$ cat src/rtl/div_unit_pkg.sv
// rtl/div_unit_pkg.sv - shared types and helpers for the iterative divider
package div_unit_pkg;

   typedef enum logic [1:0] {
      IDLE,
      CALC,
      FIX,
      DONE
   } state_t;

   localparam int DEF_WIDTH = 32;
   localparam int DEF_CNT_W = $clog2(DEF_WIDTH);
   localparam int MAX_W     = 64;

   // value holds a width-bit operand in its low bits; result is its
   // width+1-bit magnitude, zero-extended to MAX_W+1 bits
   function automatic logic [MAX_W:0] abs_ext(input logic [MAX_W:0] value,
                                              input logic            is_signed,
                                              input int              width);
      logic [MAX_W:0] hi_mask;
      logic [MAX_W:0] msb_sh;
      logic [MAX_W:0] res;
      hi_mask = {(MAX_W + 1){1'b1}} << width;
      msb_sh  = value >> (width - 1);
      if (is_signed && msb_sh[0]) begin
         res = -(value | hi_mask);
      end else begin
         res = value & ~hi_mask;
      end
      return res & ~(hi_mask << 1);
   endfunction

endpackage

$ cat src/rtl/div_unit_step.sv
// rtl/div_unit_step.sv - one restoring division iteration (combinational)
module div_step #(
   parameter int WIDTH = 32
) (
   input  logic [WIDTH:0] rem_i,
   input  logic           bit_i,
   input  logic [WIDTH:0] dsr_i,
   output logic [WIDTH:0] rem_o,
   output logic           q_o
);

   logic [WIDTH+1:0] shifted;
   logic [WIDTH+1:0] diff;

   always_comb begin
      shifted = {rem_i, bit_i};
      diff    = shifted - {1'b0, dsr_i};
      q_o     = ~diff[WIDTH+1];
      rem_o   = diff[WIDTH+1] ? shifted[WIDTH:0] : diff[WIDTH:0];
   end

endmodule

$ cat src/rtl/div_unit.sv
// rtl/div_unit.sv - iterative radix-2 restoring divider with early-out
// and divide-by-zero fast paths; results held until acknowledged
module div_unit
   import div_unit_pkg::*;
#(
   parameter int WIDTH     = DEF_WIDTH,
   parameter int EARLY_OUT = 1
) (
   input  logic             clk,
   input  logic             resetn,
   input  logic             start_i,
   input  logic             signed_i,
   input  logic [WIDTH-1:0] dividend_i,
   input  logic [WIDTH-1:0] divisor_i,
   input  logic             annul_i,
   input  logic             ack_i,
   output logic             busy_o,
   output logic             done_o,
   output logic [WIDTH-1:0] quotient_o,
   output logic [WIDTH-1:0] remainder_o,
   output logic             dbz_o
);

   localparam int CNT_W = (WIDTH == DEF_WIDTH) ? DEF_CNT_W : $clog2(WIDTH);

   state_t           state_q, state_d;
   logic [CNT_W-1:0] cnt_q, cnt_d;
   logic             sign_a_q, sign_a_d;
   logic             neg_q_q, neg_q_d;
   logic [WIDTH:0]   rem_q, rem_d;
   logic [WIDTH-1:0] dvd_q, dvd_d;
   logic [WIDTH:0]   dsr_q, dsr_d;
   logic [WIDTH-1:0] quot_q, quot_d;
   logic [WIDTH-1:0] rmd_q, rmd_d;
   logic             dbz_q, dbz_d;

   logic [MAX_W:0]   a_wide, b_wide;
   logic [MAX_W:0]   a_abs, b_abs;
   logic [WIDTH:0]   step_rem;
   logic             step_q;

   div_step #(
      .WIDTH (WIDTH)
   ) u_step (
      .rem_i (rem_q),
      .bit_i (dvd_q[WIDTH-1]),
      .dsr_i (dsr_q),
      .rem_o (step_rem),
      .q_o   (step_q)
   );

   always_comb begin
      a_wide              = '0;
      b_wide              = '0;
      a_wide[WIDTH-1:0]   = dividend_i;
      b_wide[WIDTH-1:0]   = divisor_i;
      a_abs               = abs_ext(a_wide, signed_i, WIDTH);
      b_abs               = abs_ext(b_wide, signed_i, WIDTH);
   end

   always_comb begin
      state_d  = state_q;
      cnt_d    = cnt_q;
      sign_a_d = sign_a_q;
      neg_q_d  = neg_q_q;
      rem_d    = rem_q;
      dvd_d    = dvd_q;
      dsr_d    = dsr_q;
      quot_d   = quot_q;
      rmd_d    = rmd_q;
      dbz_d    = dbz_q;

      // annul wins over everything and leaves the result registers untouched
      if (annul_i) begin
         state_d = IDLE;
      end else begin
         case (state_q)
            IDLE: begin
               if (start_i) begin
                  if (divisor_i == '0) begin
                     quot_d  = '1;
                     rmd_d   = dividend_i;
                     dbz_d   = 1'b1;
                     state_d = DONE;
                  end else if ((EARLY_OUT != 0) && (a_abs < b_abs)) begin
                     quot_d  = '0;
                     rmd_d   = dividend_i;
                     dbz_d   = 1'b0;
                     state_d = DONE;
                  end else begin
                     sign_a_d = signed_i & dividend_i[WIDTH-1];
                     neg_q_d  = signed_i & (dividend_i[WIDTH-1] ^ divisor_i[WIDTH-1]);
                     rem_d    = '0;
                     dvd_d    = a_abs[WIDTH-1:0];
                     dsr_d    = b_abs[WIDTH:0];
                     cnt_d    = '0;
                     state_d  = CALC;
                  end
               end
            end
            CALC: begin
               // quotient bits shift in behind the dividend bits being consumed
               rem_d = step_rem;
               dvd_d = {dvd_q[WIDTH-2:0], step_q};
               cnt_d = cnt_q + 1'b1;
               if (cnt_q == CNT_W'(WIDTH - 1)) begin
                  state_d = FIX;
               end
            end
            FIX: begin
               quot_d  = neg_q_q ? -dvd_q : dvd_q;
               rmd_d   = sign_a_q ? -rem_q[WIDTH-1:0] : rem_q[WIDTH-1:0];
               dbz_d   = 1'b0;
               state_d = DONE;
            end
            DONE: begin
               if (ack_i) begin
                  state_d = IDLE;
               end
            end
            default: state_d = IDLE;
         endcase
      end
   end

   always_ff @(posedge clk or negedge resetn) begin
      if (!resetn) begin
         state_q  <= IDLE;
         cnt_q    <= '0;
         sign_a_q <= 1'b0;
         neg_q_q  <= 1'b0;
         rem_q    <= '0;
         dvd_q    <= '0;
         dsr_q    <= '0;
         quot_q   <= '0;
         rmd_q    <= '0;
         dbz_q    <= 1'b0;
      end else begin
         state_q  <= state_d;
         cnt_q    <= cnt_d;
         sign_a_q <= sign_a_d;
         neg_q_q  <= neg_q_d;
         rem_q    <= rem_d;
         dvd_q    <= dvd_d;
         dsr_q    <= dsr_d;
         quot_q   <= quot_d;
         rmd_q    <= rmd_d;
         dbz_q    <= dbz_d;
      end
   end

   assign busy_o      = (state_q != IDLE);
   assign done_o      = (state_q == DONE);
   assign quotient_o  = quot_q;
   assign remainder_o = rmd_q;
   assign dbz_o       = dbz_q;

endmodule

$ cat config.mk
export PLATFORM = sky130hd
export DESIGN_NAME = div_unit
export DESIGN_NICKNAME = d
export VERILOG_FILES = /design/src/rtl/div_unit_pkg.sv /design/src/rtl/div_unit_step.sv /design/src/rtl/div_unit.sv
export SDC_FILE = /design/constraint.sdc
export NUM_CORES = 1
export LEC_CHECK = 0
export BUFFER_PORTS_ARGS = -buffer_cell sky130_fd_sc_hd__buf_4
export CAP_MARGIN = 10
export CORE_AREA = 2 2 182 184
export DETAILED_ROUTE_END_ITERATION = 10
export DIE_AREA = 0 0 184 186
export GPL_TIMING_DRIVEN = 0
export PLACE_DENSITY = 0.67
export SLEW_MARGIN = 10
export SYNTH_ARGS = -nofsm -noshare
export SYNTH_HDL_FRONTEND = slang
export SYNTH_SLANG_ARGS = --single-unit
$ cat constraint.sdc
create_clock -name clk -period 9.2 [get_ports clk]
set_clock_uncertainty 0.15 [all_clocks]
set_input_delay 1.84 -clock clk [delete_from_list [all_inputs] [get_ports clk]]
set_output_delay 1.84 -clock clk [all_outputs]
set_load 0.01 [all_outputs]
# == After elaboration in Yosys (flattened, before gate mapping) ==
# Index checks and enable logic that the tools add are counted.
# totals
ff_bits,172
inputBits,70
out_inout_bits,67
# classes
addsub,6
magnitude_cmp,1
n_eq_ne,11
mux,36
bitwise,7
n_reduce_logical,11
# ops
cell,n
$mux W32,11
$mux W33,6
$pmux W32 S2,3
$neg A33 Y33,2
$pmux W33 S2,1
$neg A32 Y32,2
$sub A34 B33 Y34,1
$lt A33 B33 Y1,1
$logic_not A32 Y1,1
$mux W5,3
$mux W2,6
$ne A3 B3 Y1 const B,4
$pmux W5 S2,1
$reduce_and A5 Y1,2
$pmux W2 S4,1
$ne A2 B2 Y1 const B,3
$reduce_bool A2 Y1,3
$add A5 B1 Y5 const B,1
$eq A5 B5 Y1 const B,1
$eq A2 B2 Y1 const B,2
$not A1 Y1,4
$reduce_and A4 Y1,1
$mux W1,3
$reduce_and A3 Y1,1
other kinds (6),8

# == Longest topological paths before layout ==
# Gate-level depths: netlist (run 1).
# depth
ltp_word,8
depth_mapped,20

# == By module ==
# A second synthesis (run 1) with hierarchy kept.
# unflattened
cells_unflattened,1384
area_unflattened_um2,13299.0
# modules_own_cells
mod,instances,cells_per_inst,area_each_um2
div_unit,1,1077,10918.0
div_step,1,307,2381.0

# == Worst setup path before layout (run 1) ==
# OpenSTA, ideal clock, no wires.
# synth_timing
path_kind,input -> register
startpoint,input port divisor_i[4]
endpoint,"register quot_q[26], in the netlist quotient_o[26]"
setup_ns,0.125
t_arrival_ns,5.989
required_ns,8.925
slack_ns,2.936
path_stages,19
path_buffers,2
path_cell_list,or4_1 > nor4_1 > nand2_1 > nor3_1 > nand2_1 > o41ai_1 > xor2_1 > ha_1 > nand2_1 > o21ai_0 > a2111oi_0 > o211a_1 > a21oi_1 > a21oi_1 > o21bai_1 > a21oi_1 > buf_4 > buf_4 > mux2_2
# synth_via
elab_chain_len,5
# synth_rtl
item,line_no,rtl
from (decl),div_unit.sv:14,"input logic [WIDTH-1:0] divisor_i,"
$neg A33 Y33,div_unit_pkg.sv:26,res = -(value | hi_mask);
$mux W33,div_unit_pkg.sv:25,if (is_signed && msb_sh[0]) begin
$lt A33 B33 Y1,div_unit.sv:85,end else if ((EARLY_OUT != 0) && (a_abs < b_abs)) begin
$ne A3 B3 Y1 (no source line),--,
$reduce_and A4 Y1 (no source line),--,
to (signal assigned),div_unit.sv:146,quot_q <= quot_d;
to (decl),div_unit.sv:33,"logic [WIDTH-1:0] quot_q, quot_d;"
# Several ways; a longest one is shown, not always the timed one. The select of a mux whose other input is x is not followed.
# A chain may end at the register's enable or synchronous reset.

# == Worst setup path after layout (run 1) ==
# layout_timing
startpoint,input port dividend_i[0]
endpoint,"register rmd_q[15], in the netlist remainder_o[15]"
# layout_via
elab_chain_len,5
# layout_rtl
item,line_no,rtl
from (decl),div_unit.sv:13,"input logic [WIDTH-1:0] dividend_i,"
$neg A33 Y33,div_unit_pkg.sv:26,
$mux W33 (*),div_unit_pkg.sv:25,
$lt A33 B33 Y1 (*),div_unit.sv:85,
$ne A3 B3 Y1 (no source line) (*),--,
$reduce_and A4 Y1 (no source line) (*),--,
to (signal assigned),div_unit.sv:147,rmd_q <= rmd_d;
to (decl),div_unit.sv:34,"logic [WIDTH-1:0] rmd_q, rmd_d;"
# Mark *: on every way between the ends. The rest lies on a longest branch, timed or not.

==> results of run 1 <==
==> how the worst max path moves through the flow <==
stage / from / depth (start not counted) / end
after floorplan: divisor_i[4] / 19 / quotient_o[26]
after global placement: dividend_i[0] / 20 / remainder_o[17]
after detailed placement: dividend_i[0] / 20 / remainder_o[19]
after CTS: dividend_i[0] / 20 / remainder_o[15]
after global routing: dividend_i[0] / 20 / remainder_o[22]
final: dividend_i[0] / 20 / remainder_o[15]
==> per-stage QoR <==
stage | area, um2 | power [W] | cells
2_1_floorplan | 12700 | 0.00354 | 1464
3_3_place_gp | 14200 | 0.00446 | 2008
3_5_place_dp | 14300 | 0.00453 | 2010
4_1_cts | 14800 | 0.00527 | 2040
5_1_grt | 14800 | 0.00573 | 2040
6_report | 14800 | 0.00531 | 2040
==> logic make-up after synthesis <==
kind of cell / count (synthesis) / synth area share
compound gates: 415 / 0.194
buf+inv: 131 / 0.0413
fa+ha+maj: 76 / 0.0755
xor+xnor: 144 / 0.0993
simple gates: 407 / 0.151
mux: 117 / 0.0998
other cells: 2 / 0.000591
flops: 172 / 0.339
==> area by class of cell <==
type / count / area [um2] / share of cell area
Clock buffer: 20 / 437 / 0.0294
Buffer: 66 / 280 / 0.0189
Inverter: 65 / 244 / 0.0164
Timing Repair Buffer: 138 / 1080 / 0.0730
Clock inverter: 10 / 119 / 0.00801
Tap cell: 408 / 510 / 0.0344
Multi-Input combinational cell: 1161 / 7870 / 0.530
Sequential cell: 172 / 4300 / 0.290
==> power by group <==
group	leakage (nW)	switching, W	internal (W)	total (W)
Sequential	2.22	0.000326	0.00109	0.00141
Combinational	4.47	0.00183	0.00135	0.00318
Clock	0.263	0.000324	0.000398	0.000722
Total	6.95	0.00248	0.00283	0.00531
==> per-layer routing <==
layer / global-route usage / wire (um) / vias up / share of wire
li1: - / - / 5517 / -
met5: 0 / 0 / - / 0
met3: 0.0518 / 3530 / 65 / 0.086
met2: 0.371 / 17600 / 509 / 0.43
met4: 0.0752 / 1050 / 0 / 0.026
met1: 0.347 / 18800 / 5656 / 0.46
==> cells in the mapped netlist, types with 26 or more instances <==
master / count
o31ai_1: 26
ha_1: 75
a21oi_1: 141
xor2_1: 83
nor3_1: 26
clkbuf_1: 50
dfrtp_1: 172
nor2_1: 102
mux2i_1: 49
inv_1: 64
mux2_2: 53
nand2_1: 167
o21ai_0: 139
xnor2_1: 61
==> worst register-to-register path, stage by stage, from the launching register on <==
cell	delay (ns)
dfrtp_1	0.50
ha_1	0.34
nor2b_1	0.15
o31a_1	0.28
o41a_1	0.39
a21boi_0	0.48
a21boi_0	0.37
o211ai_2	0.56
clkbuf_1	0.67
mux2i_1	0.27
o22ai_1	0.08
==> sequential cells by signal, indices dropped and copies added, names as in the netlist <==
register,cells
cnt_q,5
dbz_o,1
dsr_q,33
dvd_q,32
neg_q_q,1
quotient_o,32
rem_q,33
remainder_o,32
sign_a_q,1
state_q,2
==> results.yml, run 1 <==
outcome:
  outcome: "finished, final reports clean"
yosys:
  async_flop_share: 1.00
  ys_ff_latch: 172
  yosysTopAreaCell: "dfrtp_1"
  yosysWarnings: 0
  synth_top_area_frac: 0.339
  synthTopCellsByArea: "dfrtp_1 (34%), ha_1 (7.4%), xor2_1 (5.7%)"
  synth-edff-count: 0
  synth.avg_cell_area_um2: 8.67
  ys_types: 79
  synth_cells: 1464
  synth_fp_nets: 1610
  synthFlopType: "dfrtp_1"
  syn_area_um2: 12700
  yosysSeqAreaShare: 0.339
clock_network:
  cts-root-buf: "clkbuf_16"
  cts-resized-gates: 0
  max-clock-path-buffers: 2
  cts_tree: "built"
  cts_setup_buffers: 0
  cts_max_level: 4
  clock_latency_ns: 0.45
  cts.clk_slew.worst_paths_ns: 0.07
  cts_sinks: 172
  hold_buffers: 0
  cts_buffers: 17
power_and_ir_drop:
  vdd_ir_drop_max_mv: 0.183
  p_leak_nw: 6.95
  cellPowerDensity_nw_per_um2: 358
route:
  antenna_left: 0
  num_vias: 11700
  drt_iter0_markers: 1216
  drc: 0
  routed_wl_um: 41000
  avgViaCountPerCell: 5.76
  wl_per_cell_um: 20.1
  dr.pass1.iters: 6
hold_path:
  hold_depth: 1
  hold_end: "quotient_o[9]"
  hp-class: "register to register"
  worstHoldStart: "quotient_o[9]"
floorplan:
  io_pins: 137
  row_count: 66
  initial_core_util: 0.394
  fp.dieW_um: 184
  fp.coreArea_um2: 32200
  die_h_um: 186
  die_area_um2: 34200
worst_setup_path:
  ff2ff_setup_slack_ns: 4.81
  critPathLaunchType: "primary input"
  critPathRequiredTime_ns: 9.37
  endpoint_kind: "register"
  arrival_ns: 8.09
  path_buf_inv: 4
  r2r-end: "rem_q[1]"
  max_stage_delay_ns: 0.80
  r2r_start: "rem_q[0]"
  cp_slowest_cell: "nor3_1"
  critPathKind: "primary input to register"
  crit_family: "compound AO/OA/AOI/OAI gates"
  cp_common_cell: "a21oi_1"
  critPathMaxFanout: 10
  r2r_cells: 10
  worstPathCellList: "buf_4, inv_1, ha_1, or3b_2, nor3_1, nand4b_1, o21ai_0, xnor2_1, ha_1, a21oi_1, o21ai_0, a2111oi_0, o211a_1, a21oi_1, a21oi_1, o21bai_1, a21oi_1, buf_4, buf_4, mux2_2"
place:
  post-place-ws_ns: 1.16
  hpwl_um: 32100
  gp_congestion: 0.929
  portBuffers: 136
grt:
  antenna_found_initial: 0
  grt_pass1_vias: 11300
  grt_pass1_wl_um: 63700
  grt_usage: 0.244
  grt_start_max_net_pins: 106
  gr-total-overflow: 0
layout:
  nFillCells: 3093
  area_growth_pct: 16.9
  final_cell_mix: "dfrtp_1 (172), nand2_1 (167), buf_4 (142), a21oi_1 (141), o21ai_0 (139)"
  final_util: 0.461
  diodes: 0
  drive_gt1_frac: 0.156
  nNetsFinal: 1767
  layout_commonest_cell: "dfrtp_1"
timing:
  slew_violations: 0
  worstMarginPinSlew_ns: 1.08
  fin_crit_sh: 0.860
  fin_setup_tns_ns: 0
  rsz0062_at_grt: "false"
  hold_viol: 0
  setup_viol: 0
  max_freq_mhz: 126
  maxSlewHeadroom: 0.281
  timing.final.ws_setup_ns: 1.28
  holdWs_ns: 0.335
  fin_crit_ns: 7.92
flow_run:
  maxCapViolations: 0
(Power assumes the default switching activity.)
==> inputs of run 2 (changes only) <==
--- a/config.mk
+++ b/config.mk
@@ -8,6 +8,8 @@
 export BUFFER_PORTS_ARGS = -buffer_cell sky130_fd_sc_hd__buf_4
 export CAP_MARGIN = 10
 export CORE_AREA = 2 2 182 184
+export CTS_BUF_LIST = sky130_fd_sc_hd__clkbuf_8
+export CTS_CLUSTER_DIAMETER = 60
 export DETAILED_ROUTE_END_ITERATION = 10
 export DIE_AREA = 0 0 184 186
 export GPL_TIMING_DRIVEN = 0
==> run 2 against run 1 <==
  * Non-clock buffer count unchanged
  * Cell count unchanged
  * Hold slack better by 0.0030 ns
  * Critical path type unchanged
  * Critical endpoint unchanged
==> results.yml, run 2 (synthesis results as in run 1) <==
floorplan:
  initial_core_util: 0.394
  die_area_um2: 34200
  io_pins: 137
  fp.coreArea_um2: 32200
  die_h_um: 186
  row_count: 66
  fp.dieW_um: 184
place:
  placed_area_um2: 14300
  gp_congestion: 0.929
  hpwl_um: 32100
  portBuffers: 136
route:
  drt_iter0_markers: 1298
  wl_per_cell_um: 19.9
  routed_wl_um: 40600
  antenna_left: 0
  avgViaCountPerCell: 5.74
  num_vias: 11700
  dr.pass1.iters: 6
  drc: 0
worst_setup_path:
  worstPathCellList: "buf_4, inv_1, ha_1, or3b_2, nor3_1, nand4b_1, o21ai_0, xnor2_1, ha_1, a21oi_1, o21ai_0, a2111oi_0, o211a_1, a21oi_1, a21oi_1, o21bai_1, a21oi_1, buf_4, buf_4, mux2_2"
  cp_slowest_cell: "nor3_1"
  endpoint_kind: "register"
  critPathKind: "primary input to register"
  critPathRequiredTime_ns: 9.43
  arrival_ns: 8.04
  critPathMaxFanout: 10
  r2r-end: "rem_q[1]"
  r2r_cells: 10
  max_stage_delay_ns: 0.76
  ff2ff_setup_slack_ns: 4.84
  cp_common_cell: "a21oi_1"
  r2r_start: "rem_q[0]"
  critPathLaunchType: "primary input"
grt:
  grt_use_met2: 0.365
  grt_usage: 0.243
  top_usage_layer: "met2"
  grt_util_met1: 0.348
  grtUsageMet3: 0.0505
  grt_start_max_net_pins: 106
  grt_pass1_wl_um: 63400
  grt_pass1_vias: 11200
  antenna_found_initial: 0
  gr-total-overflow: 0
clock_network:
  cts_max_level: 4
  clock_latency_ns: 0.50
  hold_buffers: 0
  cts-root-buf: "clkbuf_8"
  max-clock-path-buffers: 2
  cts_tree: "built"
  cts_setup_buffers: 0
  cts.clk_slew.worst_paths_ns: 0.09
  cts_buffers: 17
  cts-resized-gates: 0
  cts_sinks: 172
layout:
  nNetsFinal: 1767
  final_cell_mix: "dfrtp_1 (172), nand2_1 (167), buf_4 (142), a21oi_1 (141), o21ai_0 (139)"
  area_growth_pct: 15.4
  layout_commonest_cell: "dfrtp_1"
  nFillCells: 3103
  largestRegisters: "dsr_q (33), rem_q (33)"
  diodes: 0
  drive_gt1_frac: 0.156
  final_area_um2: 14700
timing:
  fin_crit_ns: 7.81
  setup_viol: 0
  worstMarginPinSlew_ns: 1.14
  fin_crit_sh: 0.849
  rsz0062_at_grt: "false"
  slew_violations: 0
  fin_setup_tns_ns: 0
  holdWs_ns: 0.338
  max_freq_mhz: 128
  hold_viol: 0
  maxSlewHeadroom: 0.242
power_and_ir_drop:
  cellPowerDensity_nw_per_um2: 349
  power_frac_seq: 0.275
  pwr-share-clk: 0.105
  switchingPower_w: 0.00244
  sw_frac_of_total: 0.478
  p_total_w: 0.00511
  internal_power_w: 0.00267
  p_leak_nw: 6.87
  vdd_ir_drop_max_mv: 0.163
  p_comb_frac: 0.620
hold_path:
  hp-class: "register to register"
  hold_end: "dsr_q[12]"
  hold_depth: 2
  worstHoldStart: "dsr_q[12]"
outcome:
  outcome: "finished, final reports clean"
flow_run:
  maxCapViolations: 0
==> run 2: cell types whose count changed in the layout (fill, tap and decap cells not counted), sizes merged <==
cell    previous run  this run
inv               67        70
clkbuf            70        67
==> run 2: worst max-delay path by stage <==
stage	from	to	slack [ns]	cells past startpoint
finish	dividend_i[0]	remainder_o[15]	1.39	20
CTS	dividend_i[0]	remainder_o[15]	1.66	20
floorplan	divisor_i[4]	quotient_o[26]	2.94	19
detailed placement	dividend_i[0]	remainder_o[19]	1.16	20
global placement	dividend_i[0]	remainder_o[17]	1.20	20
global route	dividend_i[0]	remainder_o[15]	0.98	20
==> run 2: area by class of cell <==
cell class                 instances  area [um2]  share of cell area
inverter                          65         244              0.0166
timing repair buffer             138        1080              0.0739
tap                              408         510              0.0348
clock inverter                    13         130             0.00888
buffer                            66         280              0.0191
multi-input combinational       1161        7870               0.537
sequential                       172        4300               0.294
clock buffer                      17         234              0.0160
==> run 2: worst max-delay path, delay by kind of cell <==
kind	cells	cell delay, ns
buffers and inverters	4	0.88
xor gates and xnor gates	1	0.22
AOI/OAI and AO/OA	9	2.63
and+or+nand+nor	3	1.60
muxes	1	0.37
adders and majority gates	2	0.47
==> run 2: routing by layer <==
layer | part of all wire | vias to the layer above
met2 | 0.42 | 519
met5 | 0 | -
li1 | - | 5515
met1 | 0.46 | 5595
met3 | 0.091 | 75
met4 | 0.029 | 0
==> run 2: power by group through the flow <==
stage          Clock (W)  Combinational [W]  Sequential [W]
2_1_floorplan          0            0.00215         0.00139
3_3_place_gp           0            0.00306         0.00141
3_5_place_dp           0            0.00311         0.00142
4_1_cts         0.000545            0.00313         0.00140
5_1_grt         0.000579            0.00351         0.00146
6_report        0.000537            0.00317         0.00141
==> run 2: stage by stage <==
stage,utilization,instances,setup WS [ns]
after detailed placement,0.444,2010,1.16
after floorplan,-,1464,2.94
after global placement,0.442,2008,1.20
after CTS,0.455,2040,1.66
after global routing,0.455,2040,0.985
final,0.455,2040,1.39
==> inputs of run 3 (changes only) <==
==> constraint.sdc (replaced) <==
create_clock -name clk -period 7.3 [get_ports clk]
set_clock_uncertainty 0.15 [all_clocks]
set_input_delay 1.46 -clock clk [delete_from_list [all_inputs] [get_ports clk]]
set_output_delay 1.46 -clock clk [all_outputs]
set_load 0.01 [all_outputs]
==> run 3 against run 2 <==
  * Power increased by 26%
  * Clock-buffer cell count unchanged
  * Sequential cell count unchanged
  * First-iteration DRC count decreased by 0.92%
  * Die area unchanged
  * Cell count unchanged
  * Sequential share of layout area about the same
  * Largest power group unchanged
==> results.yml, run 3 (synthesis results as in run 1) <==
floorplan:
  fp.dieW_um: 184
  row_count: 66
  die_h_um: 186
  initial_core_util: 0.394
  io_pins: 137
  die_area_um2: 34200
  fp.coreArea_um2: 32200
worst_setup_path:
  critPathKind: "primary input to register"
  critPathLaunchType: "primary input"
  ff2ff_setup_slack_ns: 2.90
  crit_family: "simple AND/OR/NAND/NOR gates"
  critPathLaunch: "dividend_i[8]"
  critPathRequiredTime_ns: 7.50
  r2r_cells: 10
  worstPathCellList: "buf_4, or4_1, nor4_1, and2_1, nor3b_2, nand3b_1, o41ai_1, xnor2_1, ha_1, a21o_1, a21o_1, a21oi_1, o21ai_0, and3_1, nor2_2, nand2_1, nand2_2, clkbuf_1, o21ai_0"
  arrival_ns: 7.06
  cp_slowest_cell: "nor4_1"
  critPathMaxFanout: 10
  r2r-end: "rem_q[1]"
  r2r_start: "rem_q[0]"
  max_stage_delay_ns: 0.69
  cp-endpoint: "rem_q[24]"
  path_buf_inv: 2
  endpoint_kind: "register"
  cp.depth: 19
route:
  routed_wl_um: 40800
  num_vias: 11700
  dr.pass1.iters: 6
  avgViaCountPerCell: 5.75
  antenna_left: 0
  wl_per_cell_um: 20.0
  drc: 0
  drt_iter0_markers: 1286
layout:
  layout_commonest_cell: "dfrtp_1"
  nNetsFinal: 1767
  largestRegisters: "dsr_q (33), rem_q (33)"
  drive_gt1_frac: 0.159
  final_area_um2: 14700
  final_util: 0.456
  nFillCells: 3100
  diodes: 0
  final_cell_mix: "dfrtp_1 (172), nand2_1 (166), buf_4 (142), a21oi_1 (140), o21ai_0 (139)"
  area_growth_pct: 15.6
flow_run:
  maxCapViolations: 0
outcome:
  outcome: "finished, final reports clean"
grt:
  grt_pass1_vias: 11200
  grt_usage: 0.243
  gr-total-overflow: 0
  antenna_found_initial: 0
  grt_start_max_net_pins: 106
  grt_pass1_wl_um: 63400
timing:
  slew_violations: 0
  maxSlewHeadroom: 0.253
  hold_viol: 0
  fin_crit_ns: 6.85
  max_freq_mhz: 146
  fin_setup_tns_ns: 0
  setup_viol: 0
  fin_crit_sh: 0.939
  holdWs_ns: 0.341
  worstMarginPinSlew_ns: 1.12
clock_network:
  cts_max_level: 4
  cts-root-buf: "clkbuf_8"
  cts_tree: "built"
  cts_sinks: 172
  cts_setup_buffers: 0
  max-clock-path-buffers: 2
  clock_latency_ns: 0.50
  cts_buffers: 17
  cts.clk_slew.worst_paths_ns: 0.09
hold_path:
  worstHoldStart: "dsr_q[2]"
  hp-class: "register to register"
power_and_ir_drop:
  p_total_w: 0.00645
  cellPowerDensity_nw_per_um2: 440
  p_leak_nw: 6.88
  vdd_ir_drop_max_mv: 0.206
place:
  portBuffers: 136
  placed_area_um2: 14300
  hpwl_um: 32100
  gp_congestion: 0.929
==> run 3: final cells by class <==
type                            count  area (um2)  share of cell area
Tap cell                          408         510              0.0348
Sequential cell                   172        4300               0.293
Clock inverter                     13         130             0.00887
Clock buffer                       17         234              0.0159
Multi-Input combinational cell   1161        7890               0.537
Buffer                             66         283              0.0193
Timing Repair Buffer              138        1080              0.0738
Inverter                           65         244              0.0166
==> run 3: worst min-delay path by stage <==
stage	slack (ns)	endpoint	cells past startpoint
detailed placement	0.32	dsr_q[2]	2
finish	0.34	dsr_q[2]	2
global placement	0.32	dsr_q[17]	2
global route	0.36	quotient_o[3]	1
CTS	0.34	dsr_q[2]	2
floorplan	0.30	dsr_q[10]	2
==> run 3: what timing repair did <==
action	4_1_cts	5_1_grt
gates resized for setup	0	9
hold buffers	0	0
endpoints found under the setup margin	0	139
==> run 3: layer usage <==
metal / wire length (um) / global-route usage / share of wire
met5: 0 / 0 / 0
met4: 1150 / 0.0778 / 0.028
met3: 3550 / 0.0505 / 0.087
met2: 17400 / 0.365 / 0.43
met1: 18700 / 0.348 / 0.46
==> run 3: stage by stage <==
step | cells | worst slack [ns]
finish | 2040 | 0.447
global route | 2040 | -0.00907
CTS | 2040 | 0.136
detailed placement | 2010 | -0.355
global placement | 2008 | -0.319
floorplan | 1464 | 1.42
==> run 3: worst min-delay path: cells and delay by family, from the launching register on <==
family / cells / cell delay [ns]
flip-flops: 1 / 0.35
AND/OR/NAND/NOR: 1 / 0.05
AO/OA/AOI/OAI: 1 / 0.06
==> run 3: power by group <==
group / switching [W] / total [W] / internal, W
clock: 0.000381 / 0.000678 / 0.000297
sequential: 0.000408 / 0.00177 / 0.00137
combinational: 0.00230 / 0.00400 / 0.00170
total: 0.00309 / 0.00645 / 0.00336
